<file path="src/rtl/alu_defs_pkg.sv">
// Shared ALU control encodings, ALUOp/funct codes and the ID/EX bundle.
// alu_ctl_decode returns {illegal, ALUctl}.
package alu_defs_pkg;

  localparam logic [3:0] ALU_AND = 4'b0000;
  localparam logic [3:0] ALU_OR  = 4'b0001;
  localparam logic [3:0] ALU_ADD = 4'b0010;
  localparam logic [3:0] ALU_SUB = 4'b0110;
  localparam logic [3:0] ALU_SLT = 4'b0111;
  localparam logic [3:0] ALU_NOR = 4'b1100;

  localparam logic [1:0] ALUOP_ADD   = 2'b00;
  localparam logic [1:0] ALUOP_SUB   = 2'b01;
  localparam logic [1:0] ALUOP_FUNCT = 2'b10;
  localparam logic [1:0] ALUOP_OR    = 2'b11;

  localparam logic [5:0] FUNCT_ADD = 6'b100000;
  localparam logic [5:0] FUNCT_SUB = 6'b100010;
  localparam logic [5:0] FUNCT_AND = 6'b100100;
  localparam logic [5:0] FUNCT_OR  = 6'b100101;
  localparam logic [5:0] FUNCT_NOR = 6'b100111;
  localparam logic [5:0] FUNCT_SLT = 6'b101010;

  typedef struct packed {
    logic [31:0] a;
    logic [31:0] b;
    logic [3:0]  ctl;
    logic        illegal;
    logic [4:0]  dest;
    logic        reg_write;
  } id_ex_t;

  function automatic logic [4:0] alu_ctl_decode(
    input logic [1:0] alu_op,
    input logic [5:0] funct
  );
    logic [4:0] r;
    r = {1'b0, ALU_ADD};
    unique case (alu_op)
      ALUOP_ADD: r = {1'b0, ALU_ADD};
      ALUOP_SUB: r = {1'b0, ALU_SUB};
      ALUOP_OR:  r = {1'b0, ALU_OR};
      ALUOP_FUNCT: begin
        unique case (funct)
          FUNCT_ADD: r = {1'b0, ALU_ADD};
          FUNCT_SUB: r = {1'b0, ALU_SUB};
          FUNCT_AND: r = {1'b0, ALU_AND};
          FUNCT_OR:  r = {1'b0, ALU_OR};
          FUNCT_NOR: r = {1'b0, ALU_NOR};
          FUNCT_SLT: r = {1'b0, ALU_SLT};
          default:   r = {1'b1, ALU_ADD};
        endcase
      end
      default: r = {1'b0, ALU_ADD};
    endcase
    return r;
  endfunction

endpackage

</file>
<file path="src/rtl/reg_file_32x32.sv">
// 2-read 1-write register file, r0 hardwired to zero.
// Reads are combinational; write bypass lives in the parent.
module reg_file_32x32
  import alu_defs_pkg::*;
#(
  parameter int NREGS = 32
) (
  input  logic        clk,
  input  logic        rst,
  input  logic [4:0]  ra1,
  input  logic [4:0]  ra2,
  output logic [31:0] rd1,
  output logic [31:0] rd2,
  input  logic        we,
  input  logic [4:0]  wa,
  input  logic [31:0] wd
);

  logic [31:0] mem [NREGS];

  always_ff @(posedge clk) begin
    if (rst) begin
      for (int i = 0; i < NREGS; i++) begin
        mem[i] <= '0;
      end
    end else if (we && wa != 5'd0) begin
      mem[wa] <= wd;
    end
  end

  assign rd1 = (ra1 == 5'd0) ? 32'd0 : mem[ra1];
  assign rd2 = (ra2 == 5'd0) ? 32'd0 : mem[ra2];

endmodule

</file>
<file path="src/rtl/alu_operand_stage.sv">
// ID/EX stage feeding the 32-bit ALU: operand fetch, B select,
// ALUctl decode and a one-entry valid/ready output register.
module alu_operand_stage
  import alu_defs_pkg::*;
#(
  parameter int NREGS = 32
) (
  input  logic        clk,
  input  logic        rst,
  input  logic        in_valid,
  output logic        in_ready,
  input  logic [4:0]  rs,
  input  logic [4:0]  rt,
  input  logic [15:0] imm16,
  input  logic        imm_zext,
  input  logic        alu_src,
  input  logic [1:0]  alu_op,
  input  logic [5:0]  funct,
  input  logic [4:0]  dest,
  input  logic        reg_write,
  input  logic        wb_en,
  input  logic [4:0]  wb_addr,
  input  logic [31:0] wb_data,
  input  logic        flush,
  output logic        out_valid,
  input  logic        out_ready,
  output logic [31:0] A,
  output logic [31:0] B,
  output logic [3:0]  ALUctl,
  output logic        illegal,
  output logic [4:0]  out_dest,
  output logic        out_reg_write
);

  logic [31:0] rf_rs;
  logic [31:0] rf_rt;
  logic [31:0] rs_data;
  logic [31:0] rt_data;
  logic [31:0] imm_ext;
  logic [4:0]  dec;
  logic        wb_live;
  logic        load;
  id_ex_t      nxt;
  id_ex_t      q;
  logic        vld;

  reg_file_32x32 #(.NREGS(NREGS)) u_rf (
    .clk (clk),
    .rst (rst),
    .ra1 (rs),
    .ra2 (rt),
    .rd1 (rf_rs),
    .rd2 (rf_rt),
    .we  (wb_en),
    .wa  (wb_addr),
    .wd  (wb_data)
  );

  // Same-cycle write-back wins over the stale array contents.
  assign wb_live = wb_en && (wb_addr != 5'd0);
  assign rs_data = (wb_live && wb_addr == rs) ? wb_data : rf_rs;
  assign rt_data = (wb_live && wb_addr == rt) ? wb_data : rf_rt;

  assign imm_ext = imm_zext ? {16'h0, imm16}
                            : {{16{imm16[15]}}, imm16};
  assign dec = alu_ctl_decode(alu_op, funct);

  always_comb begin
    nxt           = '0;
    nxt.a         = rs_data;
    nxt.b         = alu_src ? imm_ext : rt_data;
    nxt.ctl       = dec[3:0];
    nxt.illegal   = dec[4];
    nxt.dest      = dest;
    nxt.reg_write = reg_write;
  end

  assign in_ready = !vld || out_ready;
  assign load     = in_valid && in_ready && !flush;

  always_ff @(posedge clk) begin
    if (rst) begin
      vld <= 1'b0;
      q   <= '0;
    end else if (load) begin
      vld <= 1'b1;
      q   <= nxt;
    end else if (flush || out_ready) begin
      vld <= 1'b0;
    end
  end

  assign out_valid     = vld;
  assign A             = q.a;
  assign B             = q.b;
  assign ALUctl        = q.ctl;
  assign illegal       = q.illegal;
  assign out_dest      = q.dest;
  assign out_reg_write = q.reg_write;

endmodule

</file>
<file path="config.mk">
export PLATFORM = sky130hd
export DESIGN_NAME = alu_operand_stage
export DESIGN_NICKNAME = d
export VERILOG_FILES = /design/src/rtl/alu_defs_pkg.sv /design/src/rtl/reg_file_32x32.sv /design/src/rtl/alu_operand_stage.sv
export SDC_FILE = /design/constraint.sdc
export NUM_CORES = 2
export LEC_CHECK = 0
export CAP_MARGIN = 10
export CORE_ASPECT_RATIO = 1.5
export CORE_UTILIZATION = 60
export DETAILED_ROUTE_END_ITERATION = 7
export DONT_BUFFER_PORTS = 1
export GPL_ROUTABILITY_DRIVEN = 1
export PLACE_DENSITY = 0.86
export SYNTH_ARGS = -nofsm -noshare
export SYNTH_HDL_FRONTEND = slang
export SYNTH_HIERARCHICAL = 1
export SYNTH_SLANG_ARGS = --single-unit
</file>
<file path="constraint.sdc">
create_clock -name clk -period 3.05 [get_ports clk]
set_clock_uncertainty 0.2 [all_clocks]
set_input_delay 0.4575 -clock clk [delete_from_list [all_inputs] [get_ports clk]]
set_output_delay 0.4575 -clock clk [all_outputs]
set_load 0.01 [all_outputs]
</file>
==> flow_summary.ini <==
[status]
status = complete, but fails checks
violations = design-rule violations, max-slew violations, negative setup slack

[route]
ant_nets = 0
drt_iter0_drc = 6886
topRoutingLayerUsed = met5
wl_met1_um = 55300
wl_met2_um = 86600
first_pass_iters = 8
route.detailed.drc = 1
routed-wl-met3_um = 32500
via_per_inst = 7.65
vias = 40600
wl_per_cell_um = 36.4
wl_um = 193000

[critical_path]
path_class = input port to register
crit_arrival_ps = 4800
end_kind = register
cp_data_required_time_ps = 3450
start_kind = input port
cp_max_fo = 310

[yosys]
avgSynthCellArea_um2 = 14.7
synth_top_area_frac = 0.523
synth_largest_area_cell = edfxtp_1
synth_area_leaders = edfxtp_1, mux4_2, and2_1
synthCells = 3998
ys_async_sr_fraction = 0
synth_flop_cell = edfxtp_1
netlist_area_um2 = 58800
synth_seq_cells = 1100
yosysUniqueCellTypes = 72
seq_area_frac_synth = 0.549
synth_edf_count = 1024
synth-warning-count = 6

[place]
hpwlAfterDp_um = 110000
io_buffers = 0
place_congestion = 0.900
dpl_cell_area_um2 = 60200

[sta]
slew_headroom = -0.885
finalHoldViolCount = 0
finalSetupViolations = 29
fmax_ghz = 0.227
final.period_utilization = 1.44
rsz0062_at_grt = no
period_minus_slack_ps = 4400
tightest_slew_ps = 2830
finalWorstSetupSlack_ps = -1350
drv_slew = 198
setup_tns_ps = -19610

[flow_run]
maxCapViolCount = 0

[floorplanning]
die_y_um = 385
num_rows = 140
num_io_pins = 162
die-area_um2 = 99200
start_util = 0.605
die_w_um = 258
core_area_um2 = 97000

[clock_tree]
cts_max_path_buffers = 3
clock-root-buffer = clkbuf_16
cts_tree = built
cts_sinks = 1100
clk_latency_ps = 710
htree_num_levels = 3
clkTransAtPathRegs_ps = 70
numCtsBuffers = 93

[finish]
seqCellArea_um2 = 32300
multi_input_area_um2 = 24700
n_fill_cell = 6205
final_layout_size_suffix_gt1_frac = 0.238
area_growth_pct = 9.80
final_area_um2 = 64500
utilization = 0.665
final_nets = 4012

[power_and_ir_drop]
power_density_nw_per_um2 = 539
power_uw = 34800
peakVddDrop_uv = 516
power_leakage_uw = 0.0220

[global_routing]
grt_max_degree = 311
grt_usage = 0.389
antenna_found_initial = 26
grt_pass1_wl_um = 274000
globalRouteOverflowTotal = 0
grt_pass1_vias = 41200

[hold_path]
hp-class = input port to register
[cells by family after synthesis]
kind of cell	count (synthesis)	synth area share
xor+xnor	10	0.00149
simple gates	1305	0.136
other cells	1	0.0000638
buf+inv	456	0.0363
mux	652	0.212
compound gates	474	0.0651
flops	1100	0.549
[timing repair]
action,4_1_cts,5_1_grt
endpoints found under the hold margin,1103,0
hold buffers,83,0
resized for setup,0,10
endpoints found under the setup margin,0,28
buffers inserted,0,5
[cell usage after synthesis, types with 21 or more instances]
master / number
or2_2: 35
nand2_1: 24
a22oi_1: 21
mux2i_1: 150
a22o_1: 63
a21oi_1: 27
nand2b_1: 23
nor2_1: 74
mux4_2: 472
clkbuf_1: 310
nor3_1: 55
a31oi_1: 21
and2_1: 995
buf_4: 40
a211oi_1: 25
o31a_1: 22
o31ai_1: 37
o22ai_1: 103
dfxtp_1: 76
buf_6: 26
mux2_2: 30
nand4_1: 21
a2111oi_1: 41
edfxtp_1: 1024
buf_2: 60
[final timing paths]
check                                end  depth (start not counted)  slack (ps)                    startpoint
setup / recovery      B[20]$_SDFFE_PP0P_                          5       -1350                         rt[0]
setup reg to reg       B[6]$_SDFFE_PP0P_                          7          80  u_rf/mem[9][6]$_SDFFCE_PN0P_
hold reg to reg   ALUctl[1]$_SDFFE_PP0P_                          2         300        ALUctl[1]$_SDFFE_PP0P_
hold / removal        B[25]$_SDFFE_PP0P_                          3          10                         rt[4]
[layout by cell type, fill, tap and decap left out, types with 22 or more instances in the layout]
cell / n
edfxtp_1: 1024
and2_1: 994
mux4_2: 472
mux2i_1: 150
buf_4: 134
o22ai_1: 103
clkbuf_16: 101
dlygate4sd3_1: 79
dfxtp_1: 76
a22o_1: 63
nor3_1: 55
a2111oi_1: 42
nor2_1: 41
o31ai_1: 37
buf_12: 37
or2_2: 35
conb_1: 32
mux2_2: 30
a21oi_1: 26
a211oi_1: 24
nand2_1: 24
nand2b_1: 23
o31a_1: 22
[cell type report]
class                           instances  area share
Tap cell                             1278      0.0248
Sequential cell                      1100       0.500
Timing Repair Buffer                  252      0.0400
Clock inverter                         43     0.00741
Antenna cell                           21    0.000815
Multi-Input combinational cell       2473       0.383
Clock buffer                          128      0.0432
Inverter                                7    0.000407
[stage by stage]
stage,hold WS [ps],setup slack (ps),cells
finish,12.5,-1350,5302
detailed placement,293,132,5022
CTS,4.07,0.550,5276
floorplan,276,288,4029
global route,38.6,23.8,5287
global placement,290,136,5022
[state kept, by name (all words and copies together) (netlist names)]
| name | cells |
|---|---|
| u_rf/mem | 1024 |
| A | 32 |
| B | 32 |
| out_dest | 5 |
| ALUctl | 4 |
| illegal | 1 |
| out_reg_write | 1 |
| out_valid | 1 |
[metal layers]
metal | global-route usage | up-vias
met3 | 0.149 | 1321
met1 | 0.438 | 19700
met4 | 0.308 | 22
met2 | 0.594 | 4136
li1 | - | 15400
met5 | 0 | -
[where the power goes]
| group | total [uW] | switching [uW] | internal [uW] |
|---|---|---|---|
| clock network | 12800 | 5590 | 7250 |
| registers | 17900 | 578 | 17300 |
| logic | 4060 | 2130 | 1920 |
| total | 34800 | 8300 | 26500 |
[critical path, stage by stage]
cell,delay [ps]
mux4_2,1440
a22o_1,260
a2111oi_1,910
nor3_1,100
o221a_2,320
(Power assumes the default switching activity.)
